### src/rtl/multicycle_ctrl.sv
// Control FSM for a multicycle RV32I datapath: sequences fetch, decode, execute,
// memory access and writeback, with a per-access memory timeout and a sticky fault.
module multicycle_ctrl #(
  parameter int MEM_TIMEOUT     = 16,
  parameter int HALT_ON_ILLEGAL = 1
) (
  input  logic        Clock,
  input  logic        Reset,
  input  logic [31:0] inst,
  input  logic        BrEq,
  input  logic        BrLT,
  input  logic        MemReady,
  output logic        PCSel,
  output logic [2:0]  ImmSel,
  output logic        RegWEn,
  output logic        BrUn,
  output logic        BSel,
  output logic        ASel,
  output logic [3:0]  ALUSel,
  output logic        MemRW,
  output logic [1:0]  WBSel,
  output logic        MemReq,
  output logic        IorD,
  output logic        IRWrite,
  output logic        PCWrite,
  output logic        Fault,
  output logic        InstRet
);

  typedef enum logic [2:0] {
    S_IDLE, S_FETCH, S_DECODE, S_EXEC, S_MEM, S_WB, S_FAULT
  } state_e;

  localparam logic [4:0] OP_LOAD   = 5'b00000;
  localparam logic [4:0] OP_STORE  = 5'b01000;
  localparam logic [4:0] OP_BRANCH = 5'b11000;
  localparam logic [4:0] OP_JALR   = 5'b11001;
  localparam logic [4:0] OP_JAL    = 5'b11011;
  localparam logic [4:0] OP_IMM    = 5'b00100;
  localparam logic [4:0] OP_REG    = 5'b01100;
  localparam logic [4:0] OP_LUI    = 5'b01101;
  localparam logic [4:0] OP_AUIPC  = 5'b00101;

  localparam logic [3:0] ALU_ADD   = 4'b0000;
  localparam logic [3:0] ALU_SUB   = 4'b0001;
  localparam logic [3:0] ALU_SLL   = 4'b0010;
  localparam logic [3:0] ALU_SLT   = 4'b0011;
  localparam logic [3:0] ALU_SLTU  = 4'b0100;
  localparam logic [3:0] ALU_XOR   = 4'b0101;
  localparam logic [3:0] ALU_SRL   = 4'b0110;
  localparam logic [3:0] ALU_SRA   = 4'b0111;
  localparam logic [3:0] ALU_OR    = 4'b1000;
  localparam logic [3:0] ALU_AND   = 4'b1001;
  localparam logic [3:0] ALU_PASSB = 4'b1111;

  localparam logic [2:0] IMM_I     = 3'b000;
  localparam logic [2:0] IMM_IU    = 3'b001;
  localparam logic [2:0] IMM_SHAMT = 3'b010;
  localparam logic [2:0] IMM_S     = 3'b011;
  localparam logic [2:0] IMM_B     = 3'b100;
  localparam logic [2:0] IMM_U     = 3'b101;
  localparam logic [2:0] IMM_J     = 3'b110;
  localparam logic [2:0] IMM_JALR  = 3'b111;

  localparam logic [1:0] WB_MEM = 2'b00;
  localparam logic [1:0] WB_ALU = 2'b01;
  localparam logic [1:0] WB_PC4 = 2'b10;

  localparam logic [8:0] TIMEOUT_LIM = 9'(MEM_TIMEOUT);

  state_e     state_q, state_d;
  logic [7:0] wait_q, wait_d;
  logic [8:0] wait_inc;
  logic       timeout;

  logic [4:0] opc;
  logic [2:0] f3;
  logic       is_load, is_store, is_branch, is_jal, is_jalr;
  logic       is_opimm, is_opreg, is_lui, is_auipc, legal, br_taken;
  logic       unused_inst;

  // Only opcode, funct3 and the funct7 alternate bit steer control.
  assign opc         = inst[6:2];
  assign f3          = inst[14:12];
  assign unused_inst = ^{inst[31], inst[29:15], inst[11:7], inst[1:0]};

  assign is_load   = (opc == OP_LOAD);
  assign is_store  = (opc == OP_STORE);
  assign is_branch = (opc == OP_BRANCH);
  assign is_jal    = (opc == OP_JAL);
  assign is_jalr   = (opc == OP_JALR);
  assign is_opimm  = (opc == OP_IMM);
  assign is_opreg  = (opc == OP_REG);
  assign is_lui    = (opc == OP_LUI);
  assign is_auipc  = (opc == OP_AUIPC);
  assign legal     = is_load | is_store | is_jal | is_jalr | is_opimm | is_opreg |
                     is_lui | is_auipc | (is_branch & (f3[2:1] != 2'b01));

  function automatic logic [3:0] alu_op(input logic [2:0] fn3, input logic alt,
                                        input logic imm_form);
    case (fn3)
      3'b000:  alu_op = (alt && !imm_form) ? ALU_SUB : ALU_ADD;
      3'b001:  alu_op = ALU_SLL;
      3'b010:  alu_op = ALU_SLT;
      3'b011:  alu_op = ALU_SLTU;
      3'b100:  alu_op = ALU_XOR;
      3'b101:  alu_op = alt ? ALU_SRA : ALU_SRL;
      3'b110:  alu_op = ALU_OR;
      default: alu_op = ALU_AND;
    endcase
  endfunction

  always_comb begin
    case (f3)
      3'b000:         br_taken = BrEq;
      3'b001:         br_taken = !BrEq;
      3'b100, 3'b110: br_taken = BrLT;
      3'b101, 3'b111: br_taken = !BrLT;
      default:        br_taken = 1'b0;
    endcase
  end

  always_ff @(posedge Clock) begin
    if (Reset) begin
      state_q <= S_IDLE;
      wait_q  <= '0;
    end else begin
      state_q <= state_d;
      wait_q  <= wait_d;
    end
  end

  always_comb begin
    state_d  = state_q;
    wait_d   = '0;
    wait_inc = {1'b0, wait_q} + 9'd1;
    timeout  = (wait_inc == TIMEOUT_LIM);
    PCSel    = 1'b0;
    ImmSel   = IMM_I;
    RegWEn   = 1'b0;
    BrUn     = 1'b0;
    BSel     = 1'b0;
    ASel     = 1'b0;
    ALUSel   = ALU_ADD;
    MemRW    = 1'b0;
    WBSel    = WB_MEM;
    MemReq   = 1'b0;
    IorD     = 1'b0;
    IRWrite  = 1'b0;
    PCWrite  = 1'b0;
    Fault    = 1'b0;
    InstRet  = 1'b0;

    unique case (state_q)
      S_IDLE: state_d = S_FETCH;

      S_FETCH: begin
        MemReq = 1'b1;
        if (MemReady) begin
          IRWrite = 1'b1;
          state_d = S_DECODE;
        end else if (timeout) begin
          state_d = S_FAULT;
        end else begin
          wait_d = wait_inc[7:0];
        end
      end

      S_DECODE: state_d = (!legal && HALT_ON_ILLEGAL != 0) ? S_FAULT : S_EXEC;

      S_EXEC: begin
        state_d = S_FETCH;
        if (!legal) begin
          // Illegal opcode retires as a NOP when not halting.
          PCWrite = 1'b1;
          InstRet = 1'b1;
        end else if (is_load || is_store) begin
          BSel    = 1'b1;
          ImmSel  = is_store ? IMM_S : IMM_I;
          state_d = S_MEM;
        end else if (is_branch) begin
          PCSel   = br_taken;
          BrUn    = f3[1];
          ASel    = 1'b1;
          BSel    = 1'b1;
          ImmSel  = IMM_B;
          PCWrite = 1'b1;
          InstRet = 1'b1;
        end else if (is_jal || is_jalr) begin
          PCSel   = 1'b1;
          RegWEn  = 1'b1;
          WBSel   = WB_PC4;
          BSel    = 1'b1;
          ASel    = is_jal;
          ImmSel  = is_jal ? IMM_J : IMM_JALR;
          PCWrite = 1'b1;
          InstRet = 1'b1;
        end else begin
          RegWEn  = 1'b1;
          WBSel   = WB_ALU;
          PCWrite = 1'b1;
          InstRet = 1'b1;
          if (is_lui) begin
            ALUSel = ALU_PASSB;
            BSel   = 1'b1;
            ImmSel = IMM_U;
          end else if (is_auipc) begin
            ASel   = 1'b1;
            BSel   = 1'b1;
            ImmSel = IMM_U;
          end else begin
            ALUSel = alu_op(f3, inst[30], is_opimm);
            if (is_opimm) begin
              BSel = 1'b1;
              if (f3[1:0] == 2'b01)  ImmSel = IMM_SHAMT;
              else if (f3 == 3'b011) ImmSel = IMM_IU;
              else                   ImmSel = IMM_I;
            end
          end
        end
      end

      S_MEM: begin
        // Address path held identical to EXEC for the whole access.
        MemReq = 1'b1;
        IorD   = 1'b1;
        MemRW  = is_store;
        BSel   = 1'b1;
        ImmSel = is_store ? IMM_S : IMM_I;
        if (MemReady) begin
          if (is_store) begin
            PCWrite = 1'b1;
            InstRet = 1'b1;
            state_d = S_FETCH;
          end else begin
            state_d = S_WB;
          end
        end else if (timeout) begin
          state_d = S_FAULT;
        end else begin
          wait_d = wait_inc[7:0];
        end
      end

      S_WB: begin
        RegWEn  = 1'b1;
        WBSel   = WB_MEM;
        PCWrite = 1'b1;
        InstRet = 1'b1;
        state_d = S_FETCH;
      end

      S_FAULT: Fault = 1'b1;

      default: state_d = S_IDLE;
    endcase
  end

endmodule

### config.mk
export PLATFORM = sky130hd
export DESIGN_NAME = multicycle_ctrl
export DESIGN_NICKNAME = d
export VERILOG_FILES = /design/src/rtl/multicycle_ctrl.sv
export SDC_FILE = /design/constraint.sdc
export NUM_CORES = 1
export LEC_CHECK = 0
export BUFFER_PORTS_ARGS = -buffer_cell sky130_fd_sc_hd__buf_2
export CAP_MARGIN = 20
export CORE_ASPECT_RATIO = 0.75
export CORE_MARGIN = 5
export CORE_UTILIZATION = 48
export CTS_BUF_LIST = sky130_fd_sc_hd__clkbuf_16
export CTS_CLUSTER_DIAMETER = 150
export DETAILED_ROUTE_END_ITERATION = 6
export PLACE_DENSITY = 0.8
export REMOVE_ABC_BUFFERS = 1
export SYNTH_ARGS = -nofsm -noshare
export SYNTH_HDL_FRONTEND = slang
export SYNTH_SLANG_ARGS = --single-unit
### constraint.sdc
create_clock -name Clock -period 5.6 [get_ports Clock]
set_clock_uncertainty 0.2 [all_clocks]
set_input_delay 1.4 -clock Clock [delete_from_list [all_inputs] [get_ports Clock]]
set_output_delay 1.4 -clock Clock [all_outputs]
set_load 0.02 [all_outputs]
==> impl_metrics.env, run 1 <==
export IMPL_synth_area_um2=1110
export IMPL_worstSetupEndpointType="output pin"
export IMPL_ys_seq_area_share_pct=19.8
export IMPL_power_leakage_nw=0.577
export IMPL_avgSynthCellArea_um2=6.94
export IMPL_dr_first_iter_drc_count=227
export IMPL_diodes=0
export IMPL_maxSlewViolCount=0
export IMPL_path_common_cell="buf_2"
export IMPL_relSlewSlack_pct=70.3
export IMPL_syn_inst=160
export IMPL_drtPass1Iterations=4
export IMPL_h_tree_depth=1
export IMPL_reg2reg_from="wait_q[3]"
export IMPL_synth_edf_count=0
export IMPL_rsz0062_at_grt="false"
export IMPL_cts_buffer_depth=2
export IMPL_cpMaxStageDelayCell="and3b_1"
export IMPL_async_reset_ff_share_pct=0
export IMPL_cts_tree="built"
export IMPL_period_share_pct=81.7
export IMPL_setup_tns_final_ps=0
export IMPL_setup_ws_ps=1020
export IMPL_critPathLaunch="inst[4]"
export IMPL_fp_dieW_um=65.6
export IMPL_endpoint="ALUSel[1]"
export IMPL_start_util_pct=49.3
export IMPL_final_common_cell="buf_2"
export IMPL_setup_violations=0
export IMPL_p_total_mw=0.284
export IMPL_num_vias=1224
export IMPL_die_area_um2=3390
export IMPL_cp_num_cells=7
export IMPL_hold_path_class="register to register"
export IMPL_ir_drop_mv=0.120
export IMPL_grt_max_degree=15
export IMPL_cp_required_ps=4000
export IMPL_coreArea_um2=2250
export IMPL_max_freq_ghz=0.218
export IMPL_antenna_found_initial=0
export IMPL_synthDistinctLibCells=48
export IMPL_rrSetupSlack_ps=3450
export IMPL_grt_pass1_vias=1057
export IMPL_clkSinkCount=11
export IMPL_cts_buffers=3
export IMPL_drt_wl_total_um=2890
export IMPL_place_ws_ps=1060
export IMPL_critical_path_class="input port to output pin"
export IMPL_grt_usage_pct=17.0
export IMPL_maxCapViolCount=0
export IMPL_r2r_cells=5
export IMPL_drive_gt1_share_pct=30.2
export IMPL_cts_resized_gates=0
export IMPL_crit_path_max_incr_delay_ps=380
export IMPL_cts_setup_buffers=0
export IMPL_tightest_slew_ps=444
export IMPL_cp_cell_sequence="buf_2, and3b_1, a22oi_1, a21o_1, nand4b_1, a21oi_1, buf_2"
export IMPL_hpwl_um=2160
export IMPL_root_buffer="clkbuf_16"
export IMPL_numPortBuffers=34
export IMPL_clk_pin_slew_ps=40
export IMPL_postCtsHoldBufs=0
export IMPL_power_density_nw_per_um2=213
export IMPL_final_cell_area_um2=1330
export IMPL_timing_rr_end="wait_q[2]"
export IMPL_synth_main_ff_cell="dfxtp_1"
export IMPL_startpoint_type="input port"
export IMPL_drc_errors=0
export IMPL_outcome="finished clean"
export IMPL_globalRouteOverflowTotal=0
export IMPL_fin_crit_ps=4580
export IMPL_critical_path_top_delay_family="simple AND/OR/NAND/NOR gates"
export IMPL_cp_max_fo=10
export IMPL_die_h_um=51.7
export IMPL_ys_ff_latch=11
export IMPL_wl_per_cell_um=13.5
export IMPL_insertion_delay_ps=240
export IMPL_hold_viol=0
export IMPL_rows=15
export IMPL_final_util_pct=59.2
export IMPL_timing_critical_path_buf_inv=2
export IMPL_most_common_layout_cells="buf_2 (34), nor2_1 (29), nand2_1 (14), a21oi_1 (14), dfxtp_1 (11)"
export IMPL_arrival_ps=2980
export IMPL_gp_congestion=0.864
export IMPL_synthToLayoutAreaGrowth_pct=19.9
export IMPL_io_pins=58
export IMPL_yosys_warnings=0
export IMPL_placed_area_um2=1250
export IMPL_fillCellCount=206
export IMPL_design_final_nets=228
export IMPL_grt_pass1_wl_um=4500
export IMPL_via_per_inst=5.72
export IMPL_antenna_left=0
==> flip-flops by register name, summed over array words and instances, names as in the netlist <==
register,count
state_q,3
wait_q,8
==> power breakdown <==
part / internal [mW] / leakage (nW) / total (mW) / switching [mW]
registers: 0.0814 / 0.0892 / 0.0873 / 0.00591
logic: 0.0267 / 0.447 / 0.0639 / 0.0372
clock network: 0.0948 / 0.0409 / 0.133 / 0.0384
total: 0.203 / 0.577 / 0.284 / 0.0816
==> cells by family after synthesis <==
kind of cell / Yosys count / synth area share, %
adders and majority gates: 1 / 1.13
AOI/OAI and AO/OA: 42 / 24.8
buffers and inverters: 16 / 7.77
xor gates and xnor gates: 7 / 5.52
DFF: 11 / 19.8
and+or+nand+nor: 83 / 41.0
==> final cells by class <==
class / count / area [um^2] / area share [%]
inverter: 7 / 26.3 / 1.97
timing repair buffer: 34 / 170 / 12.8
clock buffer: 3 / 75.1 / 5.63
multi-input combinational: 133 / 805 / 60.4
clock inverter: 1 / 5.00 / 0.376
sequential: 11 / 220 / 16.5
tap: 25 / 31.3 / 2.35
==> worst min-delay path by stage <==
| stage | start | to | slack, ps | depth (start not counted) |
|---|---|---|---|---|
| 2_1_floorplan | wait_q[0] | wait_q[0] | 260 | 1 |
| 3_3_place_gp | wait_q[0] | wait_q[0] | 290 | 1 |
| 3_5_place_dp | wait_q[0] | wait_q[0] | 290 | 1 |
| 4_1_cts | wait_q[0] | wait_q[0] | 300 | 1 |
| 5_1_grt | wait_q[0] | wait_q[0] | 330 | 1 |
| 6_report | wait_q[0] | wait_q[0] | 300 | 1 |
==> synthesized netlist by cell type (2+ instances only) <==
cell	count	area [um^2]
a21o_1	2	15.0
a21oi_1	14	70.1
a221oi_1	2	17.5
a22oi_1	2	15.0
and3_1	2	12.5
buf_2	3	15.0
buf_4	2	15.0
buf_6	2	22.5
clkbuf_1	2	7.51
dfxtp_1	11	220
inv_1	7	26.3
nand2_1	14	52.6
nand2b_1	5	31.3
nand2b_4	2	27.5
nand3_1	6	30.0
nand3b_1	2	15.0
nand4b_1	2	17.5
nor2_1	29	109
nor2_2	5	31.3
nor3_1	2	10.0
o21a_1	3	22.5
o21ai_0	7	35.0
o22ai_1	3	18.8
or2_2	2	12.5
xnor2_1	3	26.3
xor2_1	4	35.0
==> stage by stage <==
step                hold WS, ps  std cells
detailed placement          288        210
CTS                         299        214
floorplan                   263        151
finish                      297        214
global placement            291        210
global route                334        214
==> layer usage <==
metal,wire length (um),vias to the layer above,track usage [%]
met3,269,5,4.10
met2,1350,55,29.2
met1,1240,547,20.2
met5,0,-,0
met4,37,0,6.90
li1,-,617,-
(Power assumes the default switching activity.)
==> run 2: changes to the inputs <==
ABC_AREA = 1   (was default)
CORE_UTILIZATION = 45   (was 48)
PLACE_DENSITY = 0.76   (was 0.8)
clock period = 4.6 ns   (was 5.6 ns; I/O delays follow)
==> run 2 against run 1 <==
  * Final cell count up 21%
  * Cell area up 3.3%
  * Flip-flop and latch count unchanged
  * Die area up 4.0%
  * Sequential share of layout area down 0.53 points
  * Register-to-register slack worse by 700 ps
  * Combinational power up 63%
  * Hold slack worse by 26 ps
  * Total power up 28%
  * Clock power up 14%
  * Largest cell class unchanged
  * Largest power group unchanged
==> impl_metrics.env, run 2 <==
export IMPL_cts_resized_gates=0
export IMPL_most_common_layout_cells="inv_1 (36), buf_2 (34), nand2_1 (33), nor2_1 (33), nand3_1 (14)"
export IMPL_globalRouteOverflowTotal=0
export IMPL_synth_area_um2=1090
export IMPL_grt_max_degree=9
export IMPL_power_density_nw_per_um2=264
export IMPL_reg_largest_list="wait_q x8, state_q x3"
export IMPL_crit_path_max_incr_delay_ps=180
export IMPL_hold_viol=0
export IMPL_ir_drop_mv=0.144
export IMPL_fin_cells=259
export IMPL_power_leakage_nw=0.728
export IMPL_setup_violations=0
export IMPL_die_area_um2=3520
export IMPL_grt_pass1_vias=1056
export IMPL_ys_seq_area_share_pct=20.2
export IMPL_synthDistinctLibCells=29
export IMPL_avgSynthCellArea_um2=5.81
export IMPL_cts_buffer_depth=2
export IMPL_cp_required_ps=3250
export IMPL_rsz0062_at_grt="false"
export IMPL_final_common_cell="inv_1"
export IMPL_drive_gt1_share_pct=25.3
export IMPL_design_final_nets=264
export IMPL_drc_errors=0
export IMPL_critPathLaunch="inst[4]"
export IMPL_relSlewSlack_pct=57.4
export IMPL_synthToLayoutAreaGrowth_pct=26.0
export IMPL_setup_tns_final_ps=0
export IMPL_clk_pin_slew_ps=40
export IMPL_grt_pass1_wl_um=4610
export IMPL_synth_main_ff_cell="dfxtp_1"
export IMPL_grt_usage_pct=17.2
export IMPL_maxCapViolCount=0
export IMPL_top_register="wait_q"
export IMPL_endpoint="ALUSel[2]"
export IMPL_critical_path_class="input port to output pin"
export IMPL_reg2reg_from="wait_q[0]"
export IMPL_cts_setup_buffers=0
export IMPL_yosysMostFrequentCell="inv_1"
export IMPL_max_freq_ghz=0.263
export IMPL_cp_max_fo=5
export IMPL_yosysTopAreaCellShare_pct=20.2
export IMPL_diodes=0
export IMPL_rrSetupSlack_ps=2750
export IMPL_final_util_pct=59.6
export IMPL_wl_per_cell_um=10.2
export IMPL_outcome="finished clean"
export IMPL_gp_congestion=0.810
export IMPL_hold_path_class="register to register"
export IMPL_fp_dieW_um=66.9
export IMPL_via_per_inst=4.77
export IMPL_synth_common_cells="inv_1 (35), nand2_1 (33), nor2_1 (33), nand3_1 (14)"
export IMPL_start_util_pct=47.3
export IMPL_rows=15
export IMPL_cts_buffers=3
export IMPL_die_h_um=52.7
export IMPL_timing_rr_end="wait_q[1]"
export IMPL_insertion_delay_ps=230
export IMPL_drtPass1Iterations=4
export IMPL_antenna_left=0
export IMPL_clkSinkCount=11
export IMPL_largest_reg_flops=8
export IMPL_startpoint_type="input port"
export IMPL_syn_inst=188
export IMPL_ys_ff_latch=11
export IMPL_arrival_ps=2450
export IMPL_num_vias=1236
export IMPL_drt_wl_total_um=2640
export IMPL_p_total_mw=0.363
export IMPL_fin_crit_ps=3800
export IMPL_postCtsHoldBufs=0
export IMPL_maxSlewViolCount=0
export IMPL_hpwl_um=2190
export IMPL_worstSetupEndpointType="output pin"
export IMPL_tightest_slew_ps=634
export IMPL_cp_cell_sequence="buf_2, inv_2, nand3_4, inv_2, nand2_2, nand2_1, inv_2, nand3_4, nand3_4, nor2_2, nand2_2, nor3_2, buf_2"
export IMPL_antenna_found_initial=0
export IMPL_coreArea_um2=2310
export IMPL_numPlacedInstances=255
export IMPL_yosys_area_top_type="dfxtp_1"
export IMPL_cts_tree="built"
export IMPL_h_tree_depth=1
export IMPL_yosys_warnings=0
export IMPL_numPortBuffers=34
export IMPL_synthTopCellsByArea="dfxtp_1 (20%), inv_1 (12%), nand2_1 (11%)"
export IMPL_async_reset_ff_share_pct=0
export IMPL_synth_edf_count=0
export IMPL_dr_first_iter_drc_count=64
export IMPL_io_pins=58
export IMPL_r2r_cells=8
export IMPL_cpMaxStageDelayCell="buf_2"
export IMPL_period_share_pct=82.6
export IMPL_root_buffer="clkbuf_16"
-- run 2: cell count changes in the layout (fill, tap and decap cells not counted), moves of 4 or more --
cell      previous run  this run
inv_1                7        36
inv_2                0         5
nand2_1             14        33
nand2b_1             5         0
nand3_1              6        14
nor2_1              29        33
o21ai_0              7        11
-- run 2: final cells by class --
cell class	count	area, um^2
fill	239	932
multi-input combinational	136	714
sequential	11	220
timing repair buffer	34	170
inverter	40	150
clock buffer	3	75.1
tap	34	42.5
clock inverter	1	3.75
-- run 2: worst min path at each step --
stage	from	endpoint	slack [ps]	cells after the start
floorplan	wait_q[0]	wait_q[0]	230	1
global placement	wait_q[0]	wait_q[0]	250	1
detailed placement	wait_q[0]	wait_q[0]	260	1
CTS	wait_q[0]	wait_q[0]	270	1
global route	wait_q[0]	wait_q[0]	340	1
finish	wait_q[0]	wait_q[0]	270	1
-- run 2: where the power goes --
part	leakage (nW)	switching, mW	internal (mW)	total (mW)
registers	0.0892	0.00517	0.102	0.107
clock network	0.0423	0.0385	0.114	0.152
logic	0.597	0.0696	0.0347	0.104
-- run 2: metal layers --
layer	GRT usage, %	share of wire (%)	routed length (um)
met5	0	0	0
met2	23.5	38	1010
met1	25.8	54	1440
met4	4.04	0	0
met3	4.94	7.2	191
-- run 2: per-stage QoR --
step	instance area, um^2	setup WS (ps)	hold WS (ps)
after floorplan	1080	910	230
after global placement	1300	793	252
after detailed placement	1300	803	259
after CTS	1380	796	275
after global routing	1380	663	343
final	1380	799	271
-- run 2: critical path: cells and delay by family --
family	cells	cell delay, ps
buf+inv	5	520
simple gates	8	770
-- run 2: kinds of logic (layout without fill, tap and decap cells) --
family	count (synthesis)	after routing	synth area share, %
compound gates	31	31	15.8
xor+xnor	1	1	0.802
fa+ha+maj	1	1	1.15
buf+inv	41	78	14.4
flops	11	11	20.2
simple gates	103	103	47.7
==> run 3: changes to the inputs <==
CORE_UTILIZATION = 40   (was 45)
PLACE_DENSITY = 0.71   (was 0.76)
clock period = 3.15 ns   (was 4.6 ns; I/O delays follow)
==> run 3 against run 2 <==
  * Flip-flop and latch count stayed put
  * Final cell count is 2.3% higher
  * Critical path type unchanged
  * Total power is 48% higher
==> impl_metrics.env, run 3 (synthesis results as in run 2) <==
export IMPL_outcome="finished clean"
export IMPL_multi_input_area_um2=747
export IMPL_most_common_layout_cells="inv_1 (36), nand2_1 (32), buf_2 (32)"
export IMPL_design_final_nets=268
export IMPL_min_to="wait_q[0]"
export IMPL_numPortBuffers=34
export IMPL_wl_per_cell_um=10.8
export IMPL_cp_required_ps=2160
export IMPL_startpoint_type="input port"
export IMPL_maxSlewViolCount=0
export IMPL_cts_buffer_depth=2
export IMPL_coreArea_um2=2620
export IMPL_arrival_ps=2060
export IMPL_final_common_cell="inv_1"
export IMPL_maxCapViolCount=0
export IMPL_die_area_um2=3890
export IMPL_period_share_pct=96.7
export IMPL_r2r_cells=7
export IMPL_max_freq_ghz=0.328
export IMPL_cp_cell_sequence="buf_2, nor2_4, inv_2, nor2_8, nand2_2, nand3_4, nand3_4, nor2_4, nand2_4, nor3_2, buf_4"
export IMPL_insertion_delay_ps=230
export IMPL_h_tree_depth=1
export IMPL_cp_max_fo=5
export IMPL_grt_max_degree=9
export IMPL_via_per_inst=4.88
export IMPL_rrSetupSlack_ps=1280
export IMPL_drive_gt1_share_pct=28.4
export IMPL_final_util_pct=55.2
export IMPL_place_ws_ps=90.4
export IMPL_power_leakage_nw=0.756
export IMPL_clk_pin_slew_ps=40
export IMPL_synthToLayoutAreaGrowth_pct=32.6
export IMPL_hold_path_startpoint="wait_q[0]"
export IMPL_drc_errors=0
export IMPL_top_register="wait_q"
export IMPL_grt_pass1_vias=1060
export IMPL_grt_usage_pct=14.0
export IMPL_timing_rr_end="wait_q[5]"
export IMPL_fp_dieW_um=70.3
export IMPL_reg2reg_from="wait_q[0]"
export IMPL_gp_congestion=0.860
export IMPL_antenna_left=0
export IMPL_cts_tree="built"
export IMPL_antenna_found_initial=0
export IMPL_fin_crit_ps=3050
export IMPL_worstSetupEndpointType="output pin"
export IMPL_hold_depth=1
export IMPL_relSlewSlack_pct=74.7
export IMPL_seq_area_um2=220
export IMPL_hpwl_um=2250
export IMPL_postCtsHoldBufs=0
export IMPL_rows=16
export IMPL_drtPass1Iterations=4
export IMPL_fillCellCount=266
export IMPL_die_h_um=55.3
export IMPL_grt_pass1_wl_um=4560
export IMPL_num_vias=1294
export IMPL_start_util_pct=41.7
export IMPL_globalRouteOverflowTotal=0
export IMPL_drt_wl_total_um=2860
export IMPL_io_pins=58
export IMPL_cpMaxStageDelayCell="buf_4"
export IMPL_ir_drop_mv=0.196
export IMPL_hold_viol=0
export IMPL_clkSinkCount=11
export IMPL_cts_buffers=3
export IMPL_dr_first_iter_drc_count=88
export IMPL_crit_path_max_incr_delay_ps=160
export IMPL_hold_path_class="register to register"
export IMPL_root_buffer="clkbuf_16"
export IMPL_largest_reg_flops=8
export IMPL_tightest_slew_ps=376
export IMPL_numPlacedInstances=259
export IMPL_setup_violations=0
export IMPL_fin_cells=265
export IMPL_setup_tns_final_ps=0
export IMPL_power_density_nw_per_um2=372
export IMPL_setup_ws_ps=103
export IMPL_critical_path_class="input port to output pin"
export IMPL_reg_largest_list="wait_q x8, state_q x3"
export IMPL_diodes=0
[run 3: worst max-delay path, delay by kind of cell]
family	cells	cell delay (ps)
AND/OR/NAND/NOR	8	870
buffers and inverters	3	380
[run 3: final cells by class]
class	count	share of cell area, %
multi-input combinational	136	51.6
sequential	11	15.2
timing repair buffer	38	14.2
inverter	40	10.5
clock buffer	3	5.18
tap	36	3.11
clock inverter	1	0.259
[run 3: routing by layer]
layer | wire (um) | track usage [%] | share of wire [%] | up-vias
li1 | - | - | - | 681
met1 | 1370 | 21.4 | 48 | 566
met2 | 1250 | 19.1 | 44 | 43
met3 | 199 | 3.08 | 7.0 | 4
met4 | 35 | 4.10 | 1.2 | 0
met5 | 0 | 0 | 0 | -
[run 3: timing repair]
item,CTS,global route
gates resized for setup,0,11
setup buffers,0,2
endpoints found under the setup margin,0,6
[run 3: power by group]
part	switching [mW]	internal (mW)
logic	0.105	0.0530
registers	0.00698	0.148
clock network	0.0594	0.166
[run 3: worst max path at each step]
stage | startpoint | to | slack [ps]
finish | inst[2] | ALUSel[2] | 100
global route | inst[4] | ALUSel[2] | -2
CTS | inst[4] | ALUSel[2] | 90
detailed placement | inst[4] | ALUSel[0] | 90
global placement | inst[4] | ALUSel[2] | 90
floorplan | inst[2] | InstRet | 180
[run 3: stage by stage]
step / hold slack, ps / power (mW) / instance area (um^2)
global route: 334 / 0.572 / 1450
global placement: 243 / 0.309 / 1320
finish: 263 / 0.539 / 1450
floorplan: 230 / 0.265 / 1080
CTS: 265 / 0.537 / 1390
detailed placement: 255 / 0.309 / 1320
